[src/rtl/online_otf_converter_pkg.sv]
// Shared definitions for the online product converter: signed-digit encoding,
// controller states and the illegal-digit check.
package online_otf_converter_pkg;

    localparam logic [1:0] DIG_POS  = 2'b10;
    localparam logic [1:0] DIG_NEG  = 2'b01;
    localparam logic [1:0] DIG_ZERO = 2'b00;

    typedef enum logic [1:0] {StIdle, StSkip, StAccum, StDone} state_t;

    function automatic logic is_illegal(input logic [1:0] digit);
        return digit == 2'b11;
    endfunction

endpackage

[src/rtl/online_otf_converter_otf_step.sv]
// One on-the-fly conversion step: appends a radix-2 signed digit to the Q/QM
// pair (QM = Q - 1) without any carry-propagate addition.
module online_otf_converter_otf_step
    import online_otf_converter_pkg::*;
#(
    parameter int unsigned W = 65
) (
    input  logic [W-1:0] q,
    input  logic [W-1:0] qm,
    input  logic [1:0]   digit,
    output logic [W-1:0] q_next,
    output logic [W-1:0] qm_next
);

    logic [W-1:0] q_sh;
    logic [W-1:0] qm_sh;

    assign q_sh  = {q[W-2:0], 1'b0};
    assign qm_sh = {qm[W-2:0], 1'b0};

    always_comb begin
        q_next  = q_sh;
        qm_next = {qm_sh[W-1:1], 1'b1};
        case (digit)
            DIG_POS: begin
                q_next  = {q_sh[W-1:1], 1'b1};
                qm_next = q_sh;
            end
            DIG_NEG: begin
                q_next  = {qm_sh[W-1:1], 1'b1};
                qm_next = qm_sh;
            end
            // zero and the illegal code both step as d = 0
            default: ;
        endcase
    end

endmodule

[src/rtl/online_otf_converter.sv]
// Converts the MSD-first signed-digit product stream into a two's-complement
// word, dropping the leading online-delay digits.
module online_otf_converter
    import online_otf_converter_pkg::*;
#(
    parameter int unsigned NDIGITS = 64,
    parameter int unsigned SKIP    = 4,
    parameter int unsigned W       = NDIGITS + 1,
    parameter int unsigned CNT_W   = $clog2(NDIGITS + SKIP + 1)
) (
    input  logic         clk,
    input  logic         asyn_reset,
    input  logic         start,
    input  logic         digit_valid,
    input  logic [1:0]   p_value,
    output logic [W-1:0] result,
    output logic         result_valid,
    output logic         busy,
    output logic         digit_err
);

    localparam logic [CNT_W-1:0] SKIP_LAST = CNT_W'((SKIP == 0) ? 0 : SKIP - 1);
    localparam logic [CNT_W-1:0] ACC_LAST  = CNT_W'(NDIGITS - 1);
    localparam logic [CNT_W-1:0] CNT_FULL  = CNT_W'(NDIGITS);

    state_t           state_q;
    logic [W-1:0]     q_q;
    logic [W-1:0]     qm_q;
    logic [CNT_W-1:0] cnt_q;
    logic             result_valid_q;
    logic             digit_err_q;
    logic [W-1:0]     q_next;
    logic [W-1:0]     qm_next;

    online_otf_converter_otf_step #(
        .W(W)
    ) u_step (
        .q      (q_q),
        .qm     (qm_q),
        .digit  (p_value),
        .q_next (q_next),
        .qm_next(qm_next)
    );

    always_ff @(posedge clk) begin
        if (asyn_reset) begin
            state_q        <= StIdle;
            q_q            <= '0;
            qm_q           <= '1;
            cnt_q          <= '0;
            result_valid_q <= 1'b0;
            digit_err_q    <= 1'b0;
        end else begin
            result_valid_q <= 1'b0;
            if (start) begin
                state_q     <= (SKIP > 0) ? StSkip : StAccum;
                q_q         <= '0;
                qm_q        <= '1;
                cnt_q       <= '0;
                digit_err_q <= 1'b0;
            end else if (digit_valid) begin
                case (state_q)
                    StSkip: begin
                        // a nonzero dropped digit means the product overflowed
                        if (p_value != DIG_ZERO) digit_err_q <= 1'b1;
                        if (cnt_q == SKIP_LAST) begin
                            cnt_q   <= '0;
                            state_q <= StAccum;
                        end else begin
                            cnt_q <= cnt_q + 1'b1;
                        end
                    end
                    StAccum: begin
                        q_q  <= q_next;
                        qm_q <= qm_next;
                        if (is_illegal(p_value)) digit_err_q <= 1'b1;
                        if (cnt_q == ACC_LAST) begin
                            cnt_q          <= CNT_FULL;
                            state_q        <= StDone;
                            result_valid_q <= 1'b1;
                        end else begin
                            cnt_q <= cnt_q + 1'b1;
                        end
                    end
                    default: ;
                endcase
            end
        end
    end

    assign result       = q_q;
    assign result_valid = result_valid_q;
    assign busy         = (state_q == StSkip) || (state_q == StAccum);
    assign digit_err    = digit_err_q;

endmodule

[config.mk]
export PLATFORM = sky130hd
export DESIGN_NAME = online_otf_converter
export DESIGN_NICKNAME = d
export VERILOG_FILES = /design/src/rtl/online_otf_converter_pkg.sv /design/src/rtl/online_otf_converter_otf_step.sv /design/src/rtl/online_otf_converter.sv
export SDC_FILE = /design/constraint.sdc
export NUM_CORES = 1
export LEC_CHECK = 0
export ABC_CLOCK_PERIOD_IN_PS = 4700
export CORE_UTILIZATION = 40
export CTS_BUF_LIST = sky130_fd_sc_hd__clkbuf_8
export CTS_CLUSTER_SIZE = 24
export DETAILED_ROUTE_END_ITERATION = 12
export MAX_ROUTING_LAYER = met4
export PLACE_DENSITY = 0.58
export SLEW_MARGIN = 10
export SYNTH_ARGS = -nofsm -noshare
export SYNTH_HDL_FRONTEND = slang
export SYNTH_SLANG_ARGS = --single-unit
[constraint.sdc]
create_clock -name clk -period 4.7 [get_ports clk]
set_input_delay 0.94 -clock clk [delete_from_list [all_inputs] [get_ports clk]]
set_output_delay 0.94 -clock clk [all_outputs]
set_load 0.005 [all_outputs]
; ---- Yosys cells after proc, flatten, opt, wreduce, memory -nomap -nowiden
; Index checks and enable logic that the tools add are counted.
[op_classes]
div_mod_pow = 0
reduce_logical = 12
shifts = 0
n_lt_le_gt_ge = 0
muxes = 14
add_sub_neg = 1
mul = 0
bitwise_logic = 2
eq_ne = 13
[ops]
columns = op, count
row1 = $pmux W65 S2, 1
row2 = $pmux W64 S2, 1
row3 = $mux W7, 2
row4 = $pmux W7 S2, 1
row5 = $reduce_and A4 Y1, 3
row6 = $ne A2 B2 Y1 const B, 4
row7 = $add A7 B1 Y7 const B, 1
row8 = $eq A7 B2 Y1 const B, 1
row9 = $eq A7 B6 Y1 const B, 1
row10 = $eq A2 B2 Y1 const B, 3
row11 = $ne A3 B3 Y1 const B, 2
row12 = $reduce_bool A2 Y1, 3
row13 = $mux W1, 5
row14 = $eq A2 B1 Y1 const B, 2
row15 = $mux W2, 2
row16 = $pmux W2 S2, 1
row17 = $reduce_and A2 Y1, 2
row18 = $reduce_or A4 Y1, 1
row19 = $reduce_bool A3 Y1, 1
row20 = $not A1 Y1, 2
row21 = $pmux W1 S2, 1
row22 = $reduce_or A2 Y1, 1
row23 = $logic_or A1 B1 Y1, 1
[word_totals]
in_bits = 6
latchBits = 0
ff_bits = 140
ramBits = 0
out_inout_bits = 68
memories = 0
romBits = 0

; ---- Longest topological paths before layout
; Gate-level depths: netlist of run 1.
[logic_depth]
depth_word = 5
ltp_mapped = 8
mapped_depth_nobuf = 6

; ---- Hierarchy
; A second synthesis of run 1 with hierarchy kept.
[unflattened]
cells_unflattened = 802
area_unflattened_um2 = 6404.9
[modules_own_cells]
columns = mod, instances, area_per_inst_um2, cells_each, seq_area_each_um2
row1 = online_otf_converter, 1, 4994.8, 637, 2822.7
row2 = online_otf_converter_otf_step, 1, 1410.1, 165, 0.0

; ---- Worst setup path after synthesis of run 1
; No wires, ideal clock.
[synth_timing]
path_type = input to register
startpoint = input port p_value[0]
endpoint = register q_q[50], in the netlist result[50]
path_stages = 7
arrival_ns = 2.218
path_slack_ns = 2.408
setup_time_ns = 0.074
path_cell_list = inv_1 > ha_1 > inv_1 > clkbuf_1 > buf_1 > nand3_1 > a31oi_1
[synth_between]
elab_chain_cells = 2
word_cells_on_any_way = 3
cone_classes = eq/ne: 2 / mux: 1
[synth_lines]
columns = element, line_no
row1 = from (decl), online_otf_converter.sv:15  ; input logic [1:0] p_value,
row2 = $eq A2 B1 Y1 or $eq A2 B2 Y1 (tied branches), online_otf_converter_otf_step.sv:24  ; case (digit)
row3 = $pmux W65 S2 (*), online_otf_converter_otf_step.sv:24
row4 = to (signal assigned), online_otf_converter.sv:74  ; q_q <= q_next;
row5 = to (decl), online_otf_converter.sv:27  ; logic [W-1:0] q_q;
; Every way passes the cells marked *; elsewhere a longest branch is shown, timed or not.
; A chain may end at the register's enable or synchronous reset.

; ---- Worst setup path after layout of run 1
[layout_timing]
startpoint = input port digit_valid
endpoint = register q_q[47], in the netlist result[47]
[layout_between]
elab_chain_cells = 1
[layout_lines]
columns = element, line_no
row1 = from (decl), online_otf_converter.sv:14  ; input logic digit_valid,
row2 = $reduce_and A2 Y1 (no source line), -
; No other way between the ends.

==> results of run 1 <==
per-stage QoR:
stage	utilization, %	setup slack, ns
finish	49.6	1.83
floorplan	-	2.41
global route	49.6	1.72
CTS	49.6	1.94
detailed placement	47.0	1.44
global placement	47.0	1.52
worst paths after layout:
path	startpoint	endpoint	slack [ns]	cells past startpoint
worst max-delay path	digit_valid	result[47]	1.83	5
worst min-delay path	digit_err	digit_err	0.48	1
worst max register to register	state_q[0]	result[47]	2.24	6
worst min register to register	digit_err	digit_err	0.48	1
kinds of logic (layout without fill, tap and decap cells):
kind of cell | after synthesis | count (layout)
AO/OA/AOI/OAI | 266 | 266
XOR/XNOR | 6 | 6
adder cells (fa/ha/maj) | 7 | 7
buffers and inverters | 84 | 124
flip-flops | 140 | 140
AND/OR/NAND/NOR | 292 | 292
critical path, delay by kind of cell:
family | cells | cell delay [ns]
AND/OR/NAND/NOR | 2 | 0.55
AO/OA/AOI/OAI | 1 | 0.23
buffers and inverters | 2 | 1.41
synthesized netlist by cell type, drive strengths merged:
master | number | share of area, %
o21ai | 5 | 0.39
xor2 | 1 | 0.14
o21a | 1 | 0.12
dfxtp | 140 | 44
inv | 7 | 0.41
or3 | 2 | 0.27
nand4 | 3 | 0.29
a21oi | 68 | 5.5
clkbuf | 66 | 3.9
a31o | 1 | 0.14
or4 | 1 | 0.18
a31oi | 64 | 6.2
and2 | 1 | 0.098
nand3 | 29 | 2.3
or2 | 2 | 0.20
nand3b | 36 | 4.2
nand2b | 1 | 0.098
a2111oi | 1 | 0.23
nor3 | 9 | 0.70
buf | 11 | 0.68
xnor2 | 5 | 0.68
nor2b | 1 | 0.098
o211ai | 63 | 7.4
nor4 | 2 | 0.20
ha | 7 | 1.4
nand2 | 136 | 8.0
a22o | 63 | 8.6
nor2 | 69 | 4.0
flip-flops by register name, indices dropped and copies added, names as in the netlist:
| signal | flops |
|---|---|
| digit_err | 1 |
| qm_q | 64 |
| cnt_q | 7 |
| result | 65 |
| state_q | 2 |
| result_valid | 1 |
layout make-up:
cell class	count	area share [%]
Clock inverter	10	1.26
Tap cell	211	3.45
Clock buffer	22	3.96
Inverter	7	0.343
Sequential cell	140	36.6
Timing Repair Buffer	85	10.9
Multi-Input combinational cell	571	43.5
routing by layer:
layer | vias up | wire [um] | GRT usage [%]
met1 | 2985 | 8370 | 29.9
li1 | 2943 | - | -
met4 | 0 | 242 | 7.89
met3 | 26 | 972 | 3.70
met5 | - | 0 | -
met2 | 211 | 7970 | 34.3
power groups by stage:
stage / registers [mW] / clock network [mW] / logic (mW)
after floorplan: 1.22 / 0 / 0.110
after global placement: 1.22 / 0 / 0.154
after detailed placement: 1.22 / 0 / 0.154
after CTS: 1.19 / 1.00 / 0.155
after global routing: 1.19 / 1.06 / 0.169
final: 1.19 / 0.985 / 0.156
==> qor.yml, run 1 <==
p_total_mw: 2.33
p_int_mw: 1.77
whs_ns: 0.484
cts_sinks: 140
die-area_um2: 16500
fillerInstances: 1475
wl_per_cell_um: 16.8
max_cap_violations: 0
drtIter0Drc: 576
synthCells: 795
num_rows: 45
core-area_um2: 15400
wl_um: 17600
layout_common_cells: "dfxtp_1 (140), nand2_1 (135), clkdlybuf4s50_1 (73), a21oi_1 (67), nor2_1 (67)"
first_pass_iters: 7
clk_pin_slew_worst_paths_ns: 0.08
ys_types: 32
critPathKind: "in2reg"
antennaDiodeCount: 0
synth_fa_ha_area_share_pct: 1.37
vdd_drop_max_uv: 186
drive_above_1_share_pct: 6.47
final_area_um2: 7650
synth_top_family_by_area: "compound AO/OA/AOI/OAI gates"
max_stage_delay_ns: 0.85
skew_ns: 0.00979
clock.fmax_ghz: 0.349
hold_viol_final: 0
cts_buffers: 17
grt_max_degree: 101
hold_buffers: 0
antenna_left: 0
root_buffer: "clkbuf_8"
clock_path_buffers: 2
power.switching_mw: 0.562
cts_tree: "built"
drt-vias-per-instance: 5.89
dpl.hpwl_um: 9530
portBuffers: 73
grt_pass1_wl_um: 28900
post_cts_buffers: 0
ios: 74
swShare_pct: 24.1
fp.dieW_um: 129
dp_cells: 1014
combPwrFrac_pct: 6.7
grt_overflow_total: 0
p_seq_share_pct: 51.1
multi_input_area_um2: 3320
syn_avg_cell_area_um2: 8.07
synth-seq-cells: 140
seq_area_um2: 2800
clk_latency_ns: 0.45
postCtsResizedCells: 0
critPathRequiredTime_ns: 5.06
slew_viol_final: 0
period_share_pct: 61.0
drcViolationCount: 0
crit_arrival_ns: 3.23
rsz0062_at_grt: "no"
tightest_slew_ns: 1.09
grt_usage_pct: 22.4
status: "finished, final reports clean"
yosysWarnings: 0
p_per_area_nw_per_um2: 305
vias: 6165
crit_fanout: 100
place_congestion: 0.740
synthMuxAreaShare_pct: 0
p_leak_nw: 2.50
synth_compound_area_share_pct: 28.6
worstSetupEndpointType: "register"
period_minus_slack_ns: 2.87
syn_nets: 808
start_util_pct: 41.6
htree_levels: 4
grt_pass1_vias: 5735
hold_class: "reg2reg"
layoutNonFillerInstCount: 1046
critical_path.cell_chain: "clkdlybuf4s50_1, nand2_4, buf_4, nand2_1, a31oi_1"
dpl_cell_area_um2: 7250
layout_commonest_cell: "dfxtp_1"
synth_xor_area_share_pct: 0.819
seq_area_frac_synth_pct: 43.7
synth_simple_gate_area_share_pct: 20.6
startpoint_type: "primary input"
tns_ns: 0
layout.nets: 835
antenna_found_initial: 0
synth_area_um2: 6410
area_delta_synth_final_pct: 19.3
die_y_um: 129
relSlewSlack_pct: 27.5
pwr-share-clk_pct: 42.2
setup_viol: 0
slowest_stage: "buf_4"
Note: power is estimated with default switching activity, not from simulation.
==> inputs of run 2 (changes only) <==
ABC_CLOCK_PERIOD_IN_PS = 2900   (was 4700)
clock period = 2.9 ns   (was 4.7 ns; I/O delays follow)
==> qor.yml, run 2 (synthesis results as in run 1) <==
cts_sinks: 140
layout_common_cells: "dfxtp_1 (140), nand2_1 (135), clkdlybuf4s50_1 (73), a21oi_1 (67), nor2_1 (67)"
setup_viol: 0
core-area_um2: 15400
p_int_mw: 3.10
drive_above_1_share_pct: 7.37
period_share_pct: 81.1
whs_ns: 0.485
portBuffers: 73
skew_ns: 0.0113
clk_latency_ns: 0.45
grt_usage_pct: 23.0
dp_slack_ns: 0.413
layoutNonFillerInstCount: 1052
dp_cells: 1020
dpl_cell_area_um2: 7370
fp.dieW_um: 129
critPathKind: "reg2out"
die-area_um2: 16500
critPathRequiredTime_ns: 2.32
layout.nets: 841
r2r_cells: 6
path_common_cell: "inv_1"
clock_path_buffers: 2
first_pass_iters: 5
status: "finished, final reports clean"
startpoint_type: "register"
clk_pin_slew_worst_paths_ns: 0.07
crit_arrival_ns: 1.77
dpl.hpwl_um: 9840
swShare_pct: 23.4
max_stage_delay_ns: 0.50
hold_class: "reg2reg"
slew_viol_final: 0
path_depth: 4
clock.fmax_ghz: 0.425
cts_buffers: 17
die_y_um: 129
power.switching_mw: 0.947
antenna_left: 0
p_per_area_nw_per_um2: 517
place_congestion: 0.779
final_area_um2: 7840
p_leak_nw: 2.57
tns_ns: 0
wl_um: 17700
drtIter0Drc: 551
num_rows: 45
timing.final.ws_setup_ns: 0.549
slowest_stage: "clkdlybuf4s50_1"
drt-vias-per-instance: 5.82
wl_per_cell_um: 16.8
postCtsResizedCells: 0
antenna_found_initial: 0
p_seq_share_pct: 47.7
combPwrFrac_pct: 6.6
antennaDiodeCount: 0
vdd_drop_max_uv: 291
rsz0062_at_grt: "no"
crit_buf_inv: 3
grt_pass1_vias: 5887
hold-path-cell-count: 2
crit_fanout: 3
crit_family: "buffers and inverters"
cts_tree: "built"
relSlewSlack_pct: 60.4
p_total_mw: 4.05
drcViolationCount: 0
grt_max_degree: 74
vias: 6118
pwr-share-clk_pct: 45.7
area_delta_synth_final_pct: 22.2
period_minus_slack_ns: 2.35
grt_overflow_total: 0
worstSetupEndpointType: "primary output"
largest_reg_flops: 65
hold_buffers: 0
post_cts_buffers: 0
ios: 74
critical_path.cell_chain: "inv_1, ha_1, inv_1, clkdlybuf4s50_1"
grt_pass1_wl_um: 29500
root_buffer: "clkbuf_8"
layout_commonest_cell: "dfxtp_1"
hold_viol_final: 0
tightest_slew_ns: 0.594
utilization_pct: 50.8
htree_levels: 4
max_cap_violations: 0
start_util_pct: 41.6
-- run 2: changes by cell type in the layout (fill, tap and decap cells not counted), sizes merged --
| cell | change |
|---|---|
| clkinv | -1 |
| clkbuf | -2 |
| bufinv | +3 |
| buf | +6 |
| inv | -2 |
| clkinvlp | +2 |
-- run 2: area by class of cell --
cell class | instances | area [um2]
Clock inverter | 12 | 193
Clock buffer | 20 | 275
Timing Repair Buffer | 91 | 953
Inverter | 7 | 26.3
Tap cell | 211 | 264
Sequential cell | 140 | 2800
Fill cell | 1491 | 7590
Multi-Input combinational cell | 571 | 3320
-- run 2: layer usage --
metal  track usage, %  vias to the layer above  share of wire (%)
met3             3.87                       17                4.1
met2             36.8                      145                 47
met5                -                        -                  0
li1                 -                     2957                  -
met4             8.72                        0                1.2
met1             28.9                     2999                 48
-- run 2: tightest hold or removal path: cells and delay by family, from the launching register on --
kind,cells,cell delay [ns]
DFF,1,0.33
and+or+nand+nor,1,0.05
AOI/OAI and AO/OA,1,0.06
-- run 2: path summary, 6_finish.rpt --
check	slack (ns)	start	end
worst max-delay path	0.55	state_q[0]	busy
worst min-delay path	0.49	cnt_q[1]	cnt_q[1]
worst max register to register	1.08	state_q[0]	qm_q[43]
worst min register to register	0.49	cnt_q[1]	cnt_q[1]
-- run 2: power by group through the flow --
| stage | clock network, mW | logic, mW | registers (mW) |
|---|---|---|---|
| 2_1_floorplan | 0 | 0.178 | 1.98 |
| 5_1_grt | 1.99 | 0.288 | 1.93 |
| 3_5_place_dp | 0 | 0.268 | 1.98 |
| 3_3_place_gp | 0 | 0.264 | 1.98 |
| 4_1_cts | 1.89 | 0.268 | 1.93 |
| 6_report | 1.85 | 0.267 | 1.93 |
